File: src/rtl/reg_file_sb.sv
// reg_file_sb: scoreboarded register file with two combinational read ports,
// one write port and one reservation port. After reset a one-entry-per-cycle
// sweep zeroes the array (CLEAR); the block then accepts traffic (RUN).
// Register 0 and indices >= NREGS read as zero and ignore writes and
// reservations.

// One architectural register: data word plus its "result pending" bit.
module reg_file_sb_entry #(
  parameter int XLEN = 32
) (
  input  logic            clk,
  input  logic            rst,
  input  logic            clr_i,
  input  logic            wr_i,
  input  logic            rsv_i,
  input  logic [XLEN-1:0] wdata_i,
  output logic [XLEN-1:0] data_o,
  output logic            pend_o
);

  logic [XLEN-1:0] data_q;
  logic            pend_q;

  // Data has no reset of its own; the sweep is what zeroes it.
  always_ff @(posedge clk) begin
    if (clr_i)
      data_q <= '0;
    else if (wr_i)
      data_q <= wdata_i;
  end

  // Pending: a same-cycle reservation beats the clearing write.
  always_ff @(posedge clk) begin
    if (!rst)
      pend_q <= 1'b0;
    else if (rsv_i)
      pend_q <= 1'b1;
    else if (wr_i)
      pend_q <= 1'b0;
  end

  assign data_o = data_q;
  assign pend_o = pend_q;

endmodule

module reg_file_sb #(
  parameter int XLEN  = 32,
  parameter int NREGS = 32,
  parameter int AW    = $clog2(NREGS)
) (
  input  logic            clk,
  input  logic            rst,
  input  logic [AW-1:0]   src1_reg,
  input  logic [AW-1:0]   src2_reg,
  output logic [XLEN-1:0] src1_reg_value,
  output logic [XLEN-1:0] src2_reg_value,
  output logic            src1_pending,
  output logic            src2_pending,
  input  logic [AW-1:0]   dest_reg,
  input  logic [XLEN-1:0] reg_write_data,
  input  logic            reg_write_control,
  input  logic            rsv_en,
  input  logic [AW-1:0]   rsv_reg,
  output logic            ready
);

  // Decode space is padded to a power of two so any index value selects a
  // defined entry; the padding entries are tied to zero.
  localparam int            DEPTH    = 1 << AW;
  localparam logic [AW:0]   NREGS_X  = (AW+1)'(NREGS);
  localparam logic [AW-1:0] LAST_IDX = AW'(NREGS - 1);

  typedef enum logic {
    CLEAR = 1'b0,
    RUN   = 1'b1
  } state_e;

  state_e          state_q, state_d;
  logic [AW-1:0]   clr_idx_q, clr_idx_d;
  logic            ready_q;

  logic            run;
  logic            sweep;
  logic            wr_ok;
  logic            rsv_ok;

  logic [DEPTH-1:0][XLEN-1:0] ent_data;
  logic [DEPTH-1:0]           ent_pend;

  logic wr_hit1, wr_hit2, rsv_hit1, rsv_hit2;

  // Index is a real architectural register (nonzero and below NREGS).
  function automatic logic idx_ok(input logic [AW-1:0] idx);
    return (idx != '0) && ({1'b0, idx} < NREGS_X);
  endfunction

  // State, sweep pointer and registered ready; reset restarts the sweep at 1.
  always_ff @(posedge clk) begin
    if (!rst) begin
      state_q   <= CLEAR;
      clr_idx_q <= AW'(1);
      ready_q   <= 1'b0;
    end else begin
      state_q   <= state_d;
      clr_idx_q <= clr_idx_d;
      ready_q   <= (state_d == RUN);
    end
  end

  // Next state: walk clr_idx up to the last register, then enter RUN.
  always_comb begin
    state_d   = state_q;
    clr_idx_d = clr_idx_q;
    case (state_q)
      CLEAR: begin
        clr_idx_d = clr_idx_q + 1'b1;
        if (clr_idx_q == LAST_IDX)
          state_d = RUN;
      end
      RUN:     state_d = RUN;
      default: state_d = CLEAR;
    endcase
  end

  assign run    = (state_q == RUN);
  assign sweep  = (state_q == CLEAR) && rst;
  assign wr_ok  = run && reg_write_control && idx_ok(dest_reg);
  assign rsv_ok = run && rsv_en && idx_ok(rsv_reg);
  assign ready  = ready_q;

  // One storage entry per legal register; x0 and out-of-range slots are zero.
  for (genvar g = 0; g < DEPTH; g++) begin : g_ent
    if (g == 0 || g >= NREGS) begin : g_tie
      assign ent_data[g] = '0;
      assign ent_pend[g] = 1'b0;
    end else begin : g_reg
      reg_file_sb_entry #(.XLEN(XLEN)) u_ent (
        .clk     (clk),
        .rst     (rst),
        .clr_i   (sweep  && (clr_idx_q == AW'(g))),
        .wr_i    (wr_ok  && (dest_reg  == AW'(g))),
        .rsv_i   (rsv_ok && (rsv_reg   == AW'(g))),
        .wdata_i (reg_write_data),
        .data_o  (ent_data[g]),
        .pend_o  (ent_pend[g])
      );
    end
  end

  // Same-cycle hits used for write-first bypass and pending override.
  assign wr_hit1  = wr_ok  && (dest_reg == src1_reg);
  assign wr_hit2  = wr_ok  && (dest_reg == src2_reg);
  assign rsv_hit1 = rsv_ok && (rsv_reg  == src1_reg);
  assign rsv_hit2 = rsv_ok && (rsv_reg  == src2_reg);

  // Read ports: zero outside RUN, write data bypassed, else stored value.
  always_comb begin
    src1_reg_value = '0;
    src2_reg_value = '0;
    src1_pending   = 1'b0;
    src2_pending   = 1'b0;
    if (run) begin
      src1_reg_value = wr_hit1 ? reg_write_data : ent_data[src1_reg];
      src2_reg_value = wr_hit2 ? reg_write_data : ent_data[src2_reg];
      // A completing write hides the pending bit unless it is re-reserved
      // this cycle; reservations themselves only show up next cycle.
      src1_pending   = ent_pend[src1_reg] && !(wr_hit1 && !rsv_hit1);
      src2_pending   = ent_pend[src2_reg] && !(wr_hit2 && !rsv_hit2);
    end
  end

endmodule

File: config.mk
export PLATFORM = sky130hd
export DESIGN_NAME = reg_file_sb
export DESIGN_NICKNAME = d
export VERILOG_FILES = /design/src/rtl/reg_file_sb.sv
export SDC_FILE = /design/constraint.sdc
export NUM_CORES = 2
export LEC_CHECK = 0
export ABC_CLOCK_PERIOD_IN_PS = 2600
export BUFFER_PORTS_ARGS = -buffer_cell sky130_fd_sc_hd__buf_2
export CELL_PAD_IN_SITES_DETAIL_PLACEMENT = 1
export CELL_PAD_IN_SITES_GLOBAL_PLACEMENT = 1
export CORE_UTILIZATION = 30
export DETAILED_ROUTE_END_ITERATION = 16
export PLACE_DENSITY = 0.59
export SYNTH_ARGS = -nofsm -noshare
export SYNTH_HDL_FRONTEND = slang
export SYNTH_SLANG_ARGS = --single-unit
File: constraint.sdc
create_clock -name clk -period 2.6 [get_ports clk]
set_input_delay 0.13 -clock clk [delete_from_list [all_inputs] [get_ports clk]]
set_output_delay 0.13 -clock clk [all_outputs]
set_load 0.02 [all_outputs]
== After elaboration in Yosys (flattened, before gate mapping) ==
Index checks and enable logic that the tools add are counted.

* Bits in registers: 1029
* Bits of input ports: 56
* Output and inout bits: 67

* $add $sub $neg: 1
* Order comparisons: 2
* Equal/unequal tests: 97
* Muxes and demuxes: 78
* Bitwise operators: 1
* Reductions and logical operators: 143

{| class="wikitable"
|+ Operators with widths
! kind !! number
|-
| 32-bit binary-select mux with 5-bit select || 2
|-
| 5-bit equality test, second input constant || 48
|-
| 32-bit 2-to-1 mux || 6
|-
| 5-bit by 4-bit equality test with 1-bit output, second input constant || 24
|-
| 1-bit logical AND || 106
|-
| 1-bit 2-to-1 mux || 67
|-
| 2-bit nonzero test || 31
|-
| 5-bit by 3-bit equality test with 1-bit output, second input constant || 12
|-
| 5-bit by 2-bit equality test with 1-bit output, second input constant || 6
|-
| 5-bit equality test || 4
|-
| 5-bit by 1-bit equality test with 1-bit output, second input constant || 3
|-
| 5-bit by 6-bit < comparator with 1-bit output, second input constant || 2
|-
| 1-bit binary-select mux with 5-bit select || 2
|-
| 5-bit nonzero test || 2
|-
| 5-bit by 1-bit adder with 5-bit output, second input constant || 1
|-
| 1-bit zero test || 4
|-
| 1-bit case mux with 2 select lines || 1
|-
| 1-bit inverter || 1
|}

== Longest topological paths before layout ==
* Depth in word-level cells: 8
* Mapped depth: 10
* Mapped depth without buffers: 5

== Modules after synthesis ==
Synthesis repeated with hierarchy kept, for this count alone.

* Cell total of the unflattened synthesis: 5069
* Area, all modules: 55698.4 um^2

{| class="wikitable"
|+ By module, submodules not included
! module !! instances !! cells an instance !! area each (um^2) !! sequential area each (um^2)
|-
| reg_file_sb_entry || 31 || 106 || 1197.4 || 660.6
|-
| reg_file_sb || 1 || 1783 || 18579.1 || 120.1
|}

== Worst setup path after synthesis ==
OpenSTA, ideal clock, no wires.

* Path type: input port to output port
* Start point: in src2_reg[0]
* End point: out src2_pending
* Data arrival time: 2.045 ns
* Required time: 2.470 ns
* Setup slack: 0.425 ns
* Stages on the path: 10
* Path buffers: 6
* Cell sequence: buf_6 buf_6 buf_6 buf_6 buf_6 buf_2 xor2_1 nor3_1 nand4_1 a211oi_1

* Word-level cells in the longest chain between the ends: 7
* Elaborated cells between the ends (all ways): 11

{| class="wikitable"
|+ Ends and longest elaborated chain
! element !! RTL line !! RTL
|-
| start, declared || 55 || <nowiki>input logic [AW-1:0] src2_reg,</nowiki>
|-
| branches (longest 5 deep; another with 1-bit binary-select mux with 5-bit select) || -- ||
|-
| 1-bit logical AND (*) || 169 || <nowiki>src2_pending = ent_pend[src2_reg] && !(wr_hit2 && !rsv_hit2);</nowiki>
|-
| 1-bit 2-to-1 mux (*) || 163 || <nowiki>if (run) begin</nowiki>
|-
| end, declared || 59 || <nowiki>output logic src2_pending,</nowiki>
|}

Mark *: on every way between the ends. The select of a mux whose other input is x is not followed.

== Worst setup path in the final report ==
* Start point: reg g_ent[18].g_reg.u_ent.data_q[10]
* End point: out src2_reg_value[10]

* Word-level cells in the longest chain between the ends: 4

{| class="wikitable"
|+ Ends and longest elaborated chain
! element !! RTL line !! RTL
|-
| start, declared || 21 || <nowiki>logic [XLEN-1:0] data_q;</nowiki>
|-
| start signal, assigned || 29 || <nowiki>data_q <= wdata_i;</nowiki>
|-
| 32-bit binary-select mux with 5-bit select || 165 || <nowiki>src2_reg_value = wr_hit2 ? reg_write_data : ent_data[src2_reg];</nowiki>
|-
| 32-bit 2-to-1 mux (not written as such) || 165 ||
|-
| 32-bit 2-to-1 mux || 165 ||
|-
| 32-bit 2-to-1 mux || 163 ||
|-
| end, declared || 57 || <nowiki>output logic [XLEN-1:0] src2_reg_value,</nowiki>
|}

No other way between the ends. The select of a mux whose other input is x is not followed.

==> metrics.md <==
| Metric | Value |
|---|---|
| Result of the run | `finished with violations` |
| Violated checks | `negative setup slack` |
| Setup slack on the worst flop-to-flop path | `approximately 160 ps` |
| Pin count of the biggest net entering global routing | `a little under 50` |
| R2r startpoint | `ready$_SDFF_PN0_` |
| FF-to-FF path depth | `7` |
| Fraction of power consumed by combinational cells | `approximately 9.0%` |
| Vias after detailed routing | `roughly 53000` |
| Routability congestion estimate from global placement | `0.957` |
| Global-route wire length before repair | `between 300 and 400 mm` |
| Area of the die | `180000 um^2` |
| Number of sinks driven by the clock tree | `1029` |
| Clock insertion delay at the later pin of the skew report | `770 ps` |
| Crit share post-route | `112%` |
| Leakage power figure | `approximately 23 nW` |
| Proportion of power drawn by flip-flops and latches | `between 40% and 50%` |
| Clock Skew | `between 20 and 30 ps` |
| Critical path fanouts, max | `3` |
| Worst setup margin | `-320 ps` |
| Power density cells | `approximately 550 nW/um^2` |
| Synth-to-Final Area Change | `24.4%` |
| Post-synthesis average cell area | `between 8 and 9 um^2` |
| Number of enable flip-flop cells after synthesis | `0` |
| Proportion of synthesized chip area in sequential cells | `between 30% and 40%` |
| Initial Utilization | `between 30% and 40%` |
| Warnings from Yosys | `0` |
| Netlist area before placement | `53600 um^2` |
| Unrepaired setup endpoints after global routing | `true` |
| Max Slew Vio Count | `0` |
| Gate count after technology mapping | `6281` |
| Tightest Pin Transition | `~900 ps` |
| DR iter-0 viols | `5703` |
| Cell Rows | `approximately 150` |
| Dominant synthesized flop cell | `sky130_fd_sc_hd__dfxtp_1` |
| Root cell of the clock tree | `sky130_fd_sc_hd__clkbuf_16` |
| Startpoint of the most critical hold path | `rsv_reg[4]` |
| Number of distinct library cells after synthesis | `60` |
| Internal power summed over all cells | `about 27 mW` |
| Kind of launch point of the worst setup path | `flip-flop` |
| Data arrival at the endpoint of the critical path | `2790 ps` |
| Switching part of the total | `26.3%` |
| Bufs on Longest Clock Path | `3` |
| Worst hold path cell count | `5` |
| Top-count cell post-synth | `sky130_fd_sc_hd__nand2_1` |
| TritonCTS clock tree | `built` |
| Timing-limited maximum frequency | `~340 MHz` |
| # Max-Cap Violations | `0` |
| CP Capture Type | `primary output` |
| Final Routed Wirelength | `between 200 and 300 mm` |
| Detailed Routing Iterations Pass 1 | `5` |
| CP Class | `flip-flop to primary output` |
| Worst setup slack before clock tree synthesis | `-254 ps` |
| Fraction of layout cells with a size suffix above 1 | `approximately 27%` |
| Post-synthesis cell type with the largest combined area | `sky130_fd_sc_hd__dfxtp_1` |
| Final count of negative-setup-slack endpoints | `47` |
| Cell area after layout | `66700 um^2` |
| Commonest cells in the netlist | `sky130_fd_sc_hd__nand2_1 (2115), sky130_fd_sc_hd__a21oi_1 (1059), sky130_fd_sc_hd__dfxtp_1 (1029)` |
| Total number of H-tree levels | `3` |
| DRC errors left | `0` |
| Die Y | `between 400 and 500 um` |
| HPWL after detailed placement | `approximately 180 mm` |
| Clock share of power | `slightly below 50%` |
| IO Count | `roughly 120` |
| Ranking of synthesized cells by area | `sky130_fd_sc_hd__dfxtp_1 (38%), sky130_fd_sc_hd__mux4_2 (16%), sky130_fd_sc_hd__nand2_1 (15%)` |
| Placed Area | `roughly 60000 um^2` |
| Clock buffer count from CTS | `118` |
| Number of storage elements in the synthesis netlist | `a little over 1000` |
| Worst hold path endpoint | `g_ent[29].g_reg.u_ent.pend_o$_SDFFE_PN0P_` |
| Std-Cell Core Area | `177000 um^2` |
| Remaining max-slew budget at the tightest pin | `about 40%` |
| Net count of the finished layout | `~6400` |
| Worst vdd ir | `approximately 0.51 mV` |
| Post-layout min period | `about 3000 ps` |
| R2r endpoint | `g_ent[23].g_reg.u_ent.data_o[13]$_SDFFE_PP0P_` |
| Number of antenna violations at the first check in global routing | `7` |
| Via count of the first global-routing pass | `about 53000` |
| Post-route antenna net violation count | `0` |
| Worst Hold Class | `primary input to flip-flop` |
| Total net switching power | `around 9.7 mW` |
| Clock transition at the registers of the reported paths | `about 70 ps` |
| Number of port buffers | `roughly 120` |
| Total congestion overflow after global routing | `0` |
| Post-DR wirelength/cell | `~32 um` |
| Synthesized Nets | `approximately 6300` |
| Count of final hold-check violations | `0` |
| Drt via density | `around 6` |
| Critical Path RT | `approximately 2500 ps` |
| Horizontal die dimension | `~420 um` |
| Area share of the largest cell type after synthesis | `between 30% and 40%` |
| Synth async-reset ratio | `0%` |
| Gr usage total | `30.2%` |
registers in the layout (all words and copies together) (netlist names):
name / count
clr_idx_q: 5
ready: 1
g_ent.g_reg.u_ent.pend_o: 31
g_ent.g_reg.u_ent.data_o: 992
power groups by stage:
stage	clock, mW	sequential (mW)	combinational, mW
after global placement	0	16.1	3.02
after CTS	18.0	15.8	3.18
final	17.8	15.8	3.32
after floorplan	0	16.1	1.51
after detailed placement	0	16.1	3.03
after global routing	18.6	15.8	3.36
worst max path at each step:
| stage | end | depth (start not counted) | from | slack (ps) |
|---|---|---|---|---|
| 6_report | src2_reg_value[10] | 6 | g_ent[18].g_reg.u_ent.data_o[10]$_SDFFE_PP0P_ | -320 |
| 5_1_grt | src2_reg_value[10] | 6 | g_ent[19].g_reg.u_ent.data_o[10]$_SDFFE_PP0P_ | -300 |
| 4_1_cts | src2_reg_value[10] | 6 | g_ent[27].g_reg.u_ent.data_o[10]$_SDFFE_PP0P_ | -290 |
| 3_5_place_dp | src2_reg_value[27] | 9 | src2_reg[2] | -250 |
| 3_3_place_gp | src1_reg_value[11] | 9 | src1_reg[0] | -240 |
| 2_1_floorplan | src2_pending | 10 | src2_reg[0] | 430 |
placed cells by master (no fill, tap or decap), types with 11 or more instances in the layout:
master	n
sky130_fd_sc_hd__buf_4	311
sky130_fd_sc_hd__a221o_1	48
sky130_fd_sc_hd__nand2_1	2061
sky130_fd_sc_hd__a22oi_2	55
sky130_fd_sc_hd__nand3_1	21
sky130_fd_sc_hd__nor2_4	61
sky130_fd_sc_hd__and2_1	11
sky130_fd_sc_hd__a21oi_1	1050
sky130_fd_sc_hd__nor3_1	15
sky130_fd_sc_hd__mux2_4	18
sky130_fd_sc_hd__bufinv_16	11
sky130_fd_sc_hd__clkbuf_1	26
sky130_fd_sc_hd__buf_2	49
sky130_fd_sc_hd__nor2b_2	13
sky130_fd_sc_hd__mux2i_1	162
sky130_fd_sc_hd__nor2_1	19
sky130_fd_sc_hd__xnor2_1	15
sky130_fd_sc_hd__dfxtp_1	896
sky130_fd_sc_hd__clkbuf_8	26
sky130_fd_sc_hd__nand2_2	50
sky130_fd_sc_hd__dfxtp_2	133
sky130_fd_sc_hd__nand3_2	19
sky130_fd_sc_hd__nand4_1	12
sky130_fd_sc_hd__dlygate4sd3_1	33
sky130_fd_sc_hd__o221ai_1	22
sky130_fd_sc_hd__nor2b_1	54
sky130_fd_sc_hd__mux4_2	371
sky130_fd_sc_hd__clkinv_2	30
sky130_fd_sc_hd__a22oi_1	106
sky130_fd_sc_hd__buf_12	146
sky130_fd_sc_hd__mux2_2	90
sky130_fd_sc_hd__a22o_1	16
sky130_fd_sc_hd__clkbuf_16	121
sky130_fd_sc_hd__a32o_2	44
sky130_fd_sc_hd__nand2b_1	17
sky130_fd_sc_hd__o221ai_2	13
sky130_fd_sc_hd__buf_6	81
per-layer routing:
| metal | global-route usage [%] | wire length, um | vias to the layer above |
|---|---|---|---|
| li1 | - | - | 22200 |
| met1 | 38.1 | 111000 | 27100 |
| met2 | 48.3 | 128000 | 2642 |
| met3 | 5.69 | 23000 | 769 |
| met4 | 16.6 | 16500 | 10 |
| met5 | 0 | 72 | - |
final cells by class:
type                            count  area [um^2]
Timing Repair Buffer              627         6880
Antenna cell                        1         2.50
Clock inverter                     49          562
Inverter                            5         18.8
Clock buffer                      173         3480
Tap cell                         2340         2930
Multi-Input combinational cell   4579        32100
Fill cell                       20200       110000
Sequential cell                  1029        20800
worst max-delay path, stage by stage, from the launching register on:
cell and delay [ps]:
sky130_fd_sc_hd__dfxtp_2 340, sky130_fd_sc_hd__mux4_2 480, sky130_fd_sc_hd__nor2b_2 150, sky130_fd_sc_hd__nor3_2 70
sky130_fd_sc_hd__a221o_1 330, sky130_fd_sc_hd__a221o_2 490, sky130_fd_sc_hd__buf_6 170
metrics by stage:
step | std cells | TNS, ps | total power, mW | util (%) | hold slack [ps]
after detailed placement | 8515 | -1610 | 19.2 | 33.9 | 451
after CTS | 8802 | -6540 | 37.0 | 37.4 | 8.36
after global routing | 8802 | -5970 | 37.8 | 37.7 | 88.9
final | 8803 | -4900 | 36.9 | 37.7 | 78.9
after global placement | 8515 | -1200 | 19.2 | 33.9 | 449
after floorplan | 6281 | 0 | 17.6 | - | 412
repair_timing:
item	CTS	global route
gates resized for setup	459	153
pin swaps	161	70
setup endpoints to repair	66	63
endpoints found under the hold margin	532	0
hold buffers	33	0
setup buffers	35	11
cloned	5	0
cells by family after synthesis:
family	synth area share [%]
compound gates	16.5
flops	38.4
mux	21.0
simple gates	17.9
fa+ha+maj	0.140
buf+inv	5.59
xor+xnor	0.376
(Power assumes the default switching activity.)
